`src/rtl/mem_initiator.sv`:
```
// Memory test initiator: writes a seeded incrementing pattern over an address
// range, reads it back through the single-port valid/ready interface, and
// reports mismatches and WAIT timeouts.
module mem_initiator #(
  parameter int WIDTH      = 16,
  parameter int DEPTH      = 512,
  parameter int ADDR_WIDTH = $clog2(DEPTH),
  parameter int CNT_WIDTH  = ADDR_WIDTH + 1,
  parameter int TIMEOUT    = 15
) (
  input  logic                  clk_i,
  input  logic                  rst_ni,
  input  logic                  start_i,
  input  logic [ADDR_WIDTH-1:0] base_addr_i,
  input  logic [CNT_WIDTH-1:0]  count_i,
  input  logic [WIDTH-1:0]      seed_i,
  input  logic                  mode_i,
  output logic                  busy_o,
  output logic                  done_o,
  output logic [CNT_WIDTH-1:0]  err_cnt_o,
  output logic [ADDR_WIDTH-1:0] first_err_addr_o,
  output logic                  timeout_o,
  output logic                  mem_valid_o,
  output logic                  mem_wr_rd_o,
  output logic [ADDR_WIDTH-1:0] mem_addr_o,
  output logic [WIDTH-1:0]      mem_wdata_o,
  input  logic [WIDTH-1:0]      mem_rdata_i,
  input  logic                  mem_ready_i
);

  // The WAIT counter only has to reach TIMEOUT-1.
  localparam int TW = (TIMEOUT > 1) ? $clog2(TIMEOUT) : 1;

  localparam logic [TW-1:0]         WAIT_LIMIT = TW'(TIMEOUT - 1);
  localparam logic [TW-1:0]         TW_ONE     = 1;
  localparam logic [ADDR_WIDTH-1:0] LAST_ADDR  = ADDR_WIDTH'(DEPTH - 1);
  localparam logic [ADDR_WIDTH-1:0] ADDR_ONE   = 1;
  localparam logic [ADDR_WIDTH:0]   DEPTH_W    = (ADDR_WIDTH + 1)'(DEPTH);
  localparam logic [CNT_WIDTH-1:0]  CNT_ONE    = 1;
  localparam logic [CNT_WIDTH-1:0]  CNT_MAX    = '1;
  localparam logic [WIDTH-1:0]      DATA_ONE   = 1;

  typedef enum logic [1:0] {IDLE, ISSUE, WAIT, DONE} state_e;

  state_e                state_q, state_d;
  logic [ADDR_WIDTH-1:0] base_q;
  logic [CNT_WIDTH-1:0]  n_q;
  logic [WIDTH-1:0]      seed_q;
  logic                  mode_q;
  logic [CNT_WIDTH-1:0]  k_q;
  logic [ADDR_WIDTH-1:0] addr_q;
  logic [WIDTH-1:0]      data_q;
  logic                  wr_q;
  logic [TW-1:0]         wait_cnt_q;
  logic [CNT_WIDTH-1:0]  err_cnt_q;
  logic [ADDR_WIDTH-1:0] first_err_q;
  logic                  timeout_q;

  logic [ADDR_WIDTH-1:0] base_eff;
  logic [ADDR_WIDTH-1:0] next_addr;
  logic                  last_k;
  logic                  last_op;
  logic                  wait_expired;
  logic                  rd_mismatch;

  // An out-of-range base address starts the run at word 0.
  assign base_eff     = ({1'b0, base_addr_i} >= DEPTH_W) ? '0 : base_addr_i;
  assign next_addr    = (addr_q == LAST_ADDR) ? '0 : addr_q + ADDR_ONE;
  assign last_k       = (k_q == n_q - CNT_ONE);
  // Both orders finish on the read of the last word.
  assign last_op      = !wr_q && last_k;
  assign wait_expired = (state_q == WAIT) && !mem_ready_i && (wait_cnt_q == WAIT_LIMIT);
  assign rd_mismatch  = (state_q == WAIT) && mem_ready_i && !wr_q && (mem_rdata_i != data_q);

  assign err_cnt_o        = err_cnt_q;
  assign first_err_addr_o = first_err_q;
  assign timeout_o        = timeout_q;
  assign mem_wr_rd_o      = wr_q;
  assign mem_addr_o       = addr_q;
  assign mem_wdata_o      = wr_q ? data_q : '0;

  // State register; reset drops the request and status strobes at once.
  always_ff @(posedge clk_i or negedge rst_ni) begin
    if (!rst_ni) state_q <= IDLE;
    else         state_q <= state_d;
  end

  // Next-state decode plus the state-derived strobes.
  always_comb begin
    state_d     = state_q;
    busy_o      = (state_q != IDLE);
    done_o      = (state_q == DONE);
    mem_valid_o = (state_q == ISSUE);
    case (state_q)
      IDLE:    if (start_i) state_d = (count_i == '0) ? DONE : ISSUE;
      ISSUE:   state_d = WAIT;
      WAIT: begin
        if (mem_ready_i)       state_d = last_op ? DONE : ISSUE;
        else if (wait_expired) state_d = DONE;
      end
      DONE:    state_d = IDLE;
      default: state_d = IDLE;
    endcase
  end

  // Run parameters, current transaction, WAIT timer and result status.
  always_ff @(posedge clk_i or negedge rst_ni) begin
    if (!rst_ni) begin
      base_q      <= '0;
      n_q         <= '0;
      seed_q      <= '0;
      mode_q      <= 1'b0;
      k_q         <= '0;
      addr_q      <= '0;
      data_q      <= '0;
      wr_q        <= 1'b0;
      wait_cnt_q  <= '0;
      err_cnt_q   <= '0;
      first_err_q <= '0;
      timeout_q   <= 1'b0;
    end else begin
      case (state_q)
        IDLE: begin
          if (start_i) begin
            base_q      <= base_eff;
            n_q         <= count_i;
            seed_q      <= seed_i;
            mode_q      <= mode_i;
            k_q         <= '0;
            addr_q      <= base_eff;
            data_q      <= seed_i;
            wr_q        <= 1'b1;
            err_cnt_q   <= '0;
            first_err_q <= '0;
            timeout_q   <= 1'b0;
          end
        end
        ISSUE: wait_cnt_q <= '0;
        WAIT: begin
          if (mem_ready_i) begin
            if (rd_mismatch) begin
              if (err_cnt_q == '0)     first_err_q <= addr_q;
              if (err_cnt_q != CNT_MAX) err_cnt_q  <= err_cnt_q + CNT_ONE;
            end
            if (!last_op) begin
              if (wr_q && !mode_q) begin
                wr_q <= 1'b0;
              end else if (wr_q && mode_q && last_k) begin
                k_q    <= '0;
                addr_q <= base_q;
                data_q <= seed_q;
                wr_q   <= 1'b0;
              end else begin
                k_q    <= k_q + CNT_ONE;
                addr_q <= next_addr;
                data_q <= data_q + DATA_ONE;
                if (!mode_q) wr_q <= 1'b1;
              end
            end
          end else if (wait_expired) begin
            timeout_q <= 1'b1;
          end else begin
            wait_cnt_q <= wait_cnt_q + TW_ONE;
          end
        end
        default: ;
      endcase
    end
  end

endmodule

```
`config.mk`:
```
export PLATFORM = sky130hd
export DESIGN_NAME = mem_initiator
export DESIGN_NICKNAME = d
export VERILOG_FILES = /design/src/rtl/mem_initiator.sv
export SDC_FILE = /design/constraint.sdc
export NUM_CORES = 1
export LEC_CHECK = 0
export CORE_MARGIN = 4
export CORE_UTILIZATION = 41
export DETAILED_ROUTE_END_ITERATION = 12
export GPL_TIMING_DRIVEN = 1
export PLACE_DENSITY = 0.67
export SLEW_MARGIN = 30
export SYNTH_ARGS = -nofsm -noshare
export SYNTH_HDL_FRONTEND = slang
export SYNTH_SLANG_ARGS = --single-unit
```
`constraint.sdc`:
```
create_clock -name clk_i -period 2.85 [get_ports clk_i]
set_clock_uncertainty 0.15 [all_clocks]
set_input_delay 0.57 -clock clk_i [delete_from_list [all_inputs] [get_ports clk_i]]
set_output_delay 0.57 -clock clk_i [all_outputs]
set_load 0.1 [all_outputs]
```
==> out/metrics.csv <==
metric,value,unit
outcome,"complete, but fails checks",
violations,negative setup slack,
period_share,106.1,%
max_cap_viol_count,0,
cellPowerDensity,1288,nW/um^2
grt_pass1_wl,28.54,mm
worst_pin_slew,0.6127,ns
rr_startpoint,n_q[1],
leakage,3.566,nW
arrival,3.09,ns
syn_avg_cell_area,9.518,sq um
synth_async_sr_flop_share,100.0,%
netlist_area,6006,sq um
fin_nets,847,
ys_seq_area_share,40.83,%
fin_crit,3.022,ns
vias,5657,
dp_cells,936,
wl_per_cell,18.88,um
final-max-slew-violation-count,0,
grt_use_total,21.37,%
ant_nets,0,
worstPathCellList,or4_4 -> or3_4 -> a2111oi_4 -> buf_4 -> o211ai_4 -> nor4_4 -> or2_4 -> buf_6 -> o22ai_1,
cts_root_buf,clkbuf_16,
cp_slowest_stage_delay,0.53,ns
clk_latency,0.35,ns
dpl.hpwl,13.02,mm
drc,0,
synth.distinct_cells,62,
drive_above_1_share,30.56,%
slew_headroom,58.87,%
hp-class,primary input to async pin,
setup_slack,-0.1725,ns
ys_top_cells_by_area,"dfrtp_1, mux2_2, nand2_1",
grt_max_degree,40,
io_pins,105,
r2r-end,data_q[7],
hold_viol_final,0,
worstPathMaxFanout,7,
syn_inst,631,
die_w,129.0,um
grt_pass1_vias,5588,
rsz0062_at_grt,true,
startpoint_type,flip-flop,
ir_worst_vdd,1.160,mV
dr.pass1.iters,5,
cts.clk_slew.worst_paths,0.07,ns
endpoint_kind,flip-flop,
ys.flop_type,dfrtp_1,
area_growth,39.17,%
regToRegSetupSlack,-0.17,ns
yosysTopAreaCell,dfrtp_1,
dieArea,16650,sq um
whs,0.03289,ns
setup_viol,35,
worst_r2r_path_depth,9,
yosys.area.top_type_share,40.83,%
grt_overflow_total,0,
grt_antenna_before_repair,0,
synth-edff-count,0,
final_cell_mix,"dfrtp_1, buf_4, clkdlybuf4s50_1, nand2_1, mux2_2",
htreeDepth,3,
finalWeightedCongestion,0.9195,
crit_required,2.92,ns
final-instance-count-excl-fill,962,
io_buffers,104,
first_iter_violations,541,
ys_warn_count,0,
cp_num_buf_inv,2,
routed_wl,18.16,mm
die_h,129.0,um
layout_commonest_cell,dfrtp_1,
worst-setup-path-type,flip-flop to flip-flop,
crit_family,simple AND/OR/NAND/NOR gates,
max_freq,330.9,MHz
clockBufferDepth,2,
row_count,43,
start_util,42.61,%
synth.net_count,701,
synth_seq_cells,98,
post_drt_via_cell_ratio,5.880,
cts_buffers,9,
diodes,0,
cts_sinks,98,
cts_tree,yes,
core,14100,sq um
cp_slowest_cell,or4_4,
[how the worst max path moves through the flow]
stage           startpoint              end  slack [ns]  cells after the start
2_1_floorplan  mem_wr_rd_o  mem_wdata_o[10]       -0.08                      3
3_3_place_gp        n_q[1]        data_q[5]        -0.1                      9
3_5_place_dp        n_q[0]    mem_addr_o[3]       -0.19                     13
4_1_cts             n_q[1]       data_q[10]       -0.14                      9
5_1_grt             n_q[1]        data_q[3]       -0.27                     10
6_report            n_q[1]        data_q[7]       -0.17                      9
[flip-flops by register name, indices dropped and copies added, names as in the netlist, 4 cells and up]
register and cells:
err_cnt_o 10, seed_q 16, n_q 10, base_q 9, data_q 16, wait_cnt_q 4, first_err_addr_o 9, mem_addr_o 9
k_q 10
[area by class of cell]
cell class / instances / area, sq um
clock buffers: 11 / 242.7
flip-flops and latches: 98 / 2454
clock inverters: 5 / 53.80
multi-input cells: 456 / 3493
inverters: 39 / 146.4
repair buffers: 173 / 1743
fillers: 1182 / 5738
well taps: 180 / 225.2
[synthesized netlist by cell type (all sizes together) (7+ instances only)]
library cell / n
a211oi: 16
nor2b: 7
mux2i: 9
clkbuf: 23
nand3: 21
nand4: 10
mux2: 39
or3: 8
a311oi: 7
buf: 15
ha: 14
dfrtp: 98
nor2: 39
a21oi: 14
o22ai: 18
a221oi: 8
nor3: 11
o31ai: 15
nand2: 52
nor4: 15
o21ai: 35
xnor2: 16
inv: 38
xor2: 18
[routing by layer]
metal	up-vias	wire length, um	GRT usage [%]
li1	2633	-	-
met1	2806	7823	28.83
met2	199	9115	36.04
met3	19	985	2.927
met4	0	236	6.238
met5	-	0	0
[repair_timing]
action / CTS / global route
setup endpoints to repair: 36 / 37
cloned: 1 / 2
resized for setup: 41 / 29
pin swaps: 7 / 19
hold buffers: 0 / 0
buffers inserted: 3 / 4
[power by group]
group	switching, W	leakage, nW	internal, W
clock network	0.000541	0.149	0.000702
logic	0.00455	2.18	0.00246
registers	0.000565	1.24	0.00195
[cells by family after synthesis]
family | synth area share (%)
muxes | 8.813
AOI/OAI and AO/OA | 19.08
buffers and inverters | 5.750
and+or+nand+nor | 17.65
DFF | 40.83
adders and majority gates | 2.917
xor gates and xnor gates | 4.958
[metrics by stage]
| step | setup TNS [ns] | worst slack, ns | total power, W | instance area (sq um) | util, % |
|---|---|---|---|---|---|
| after global routing | -8.122 | -0.2686 | 0.01132 | 8358 | 59.29 |
| after CTS | -2.409 | -0.1439 | 0.01039 | 8147 | 57.79 |
| after detailed placement | -3.289 | -0.1880 | 0.008931 | 7675 | 54.45 |
| after floorplan | -0.4310 | -0.07700 | 0.006926 | 6065 | - |
| final | -4.500 | -0.1725 | 0.01077 | 8358 | 59.29 |
| after global placement | -1.674 | -0.09583 | 0.008785 | 7675 | 54.45 |
Power figures use the tool's default switching activity.
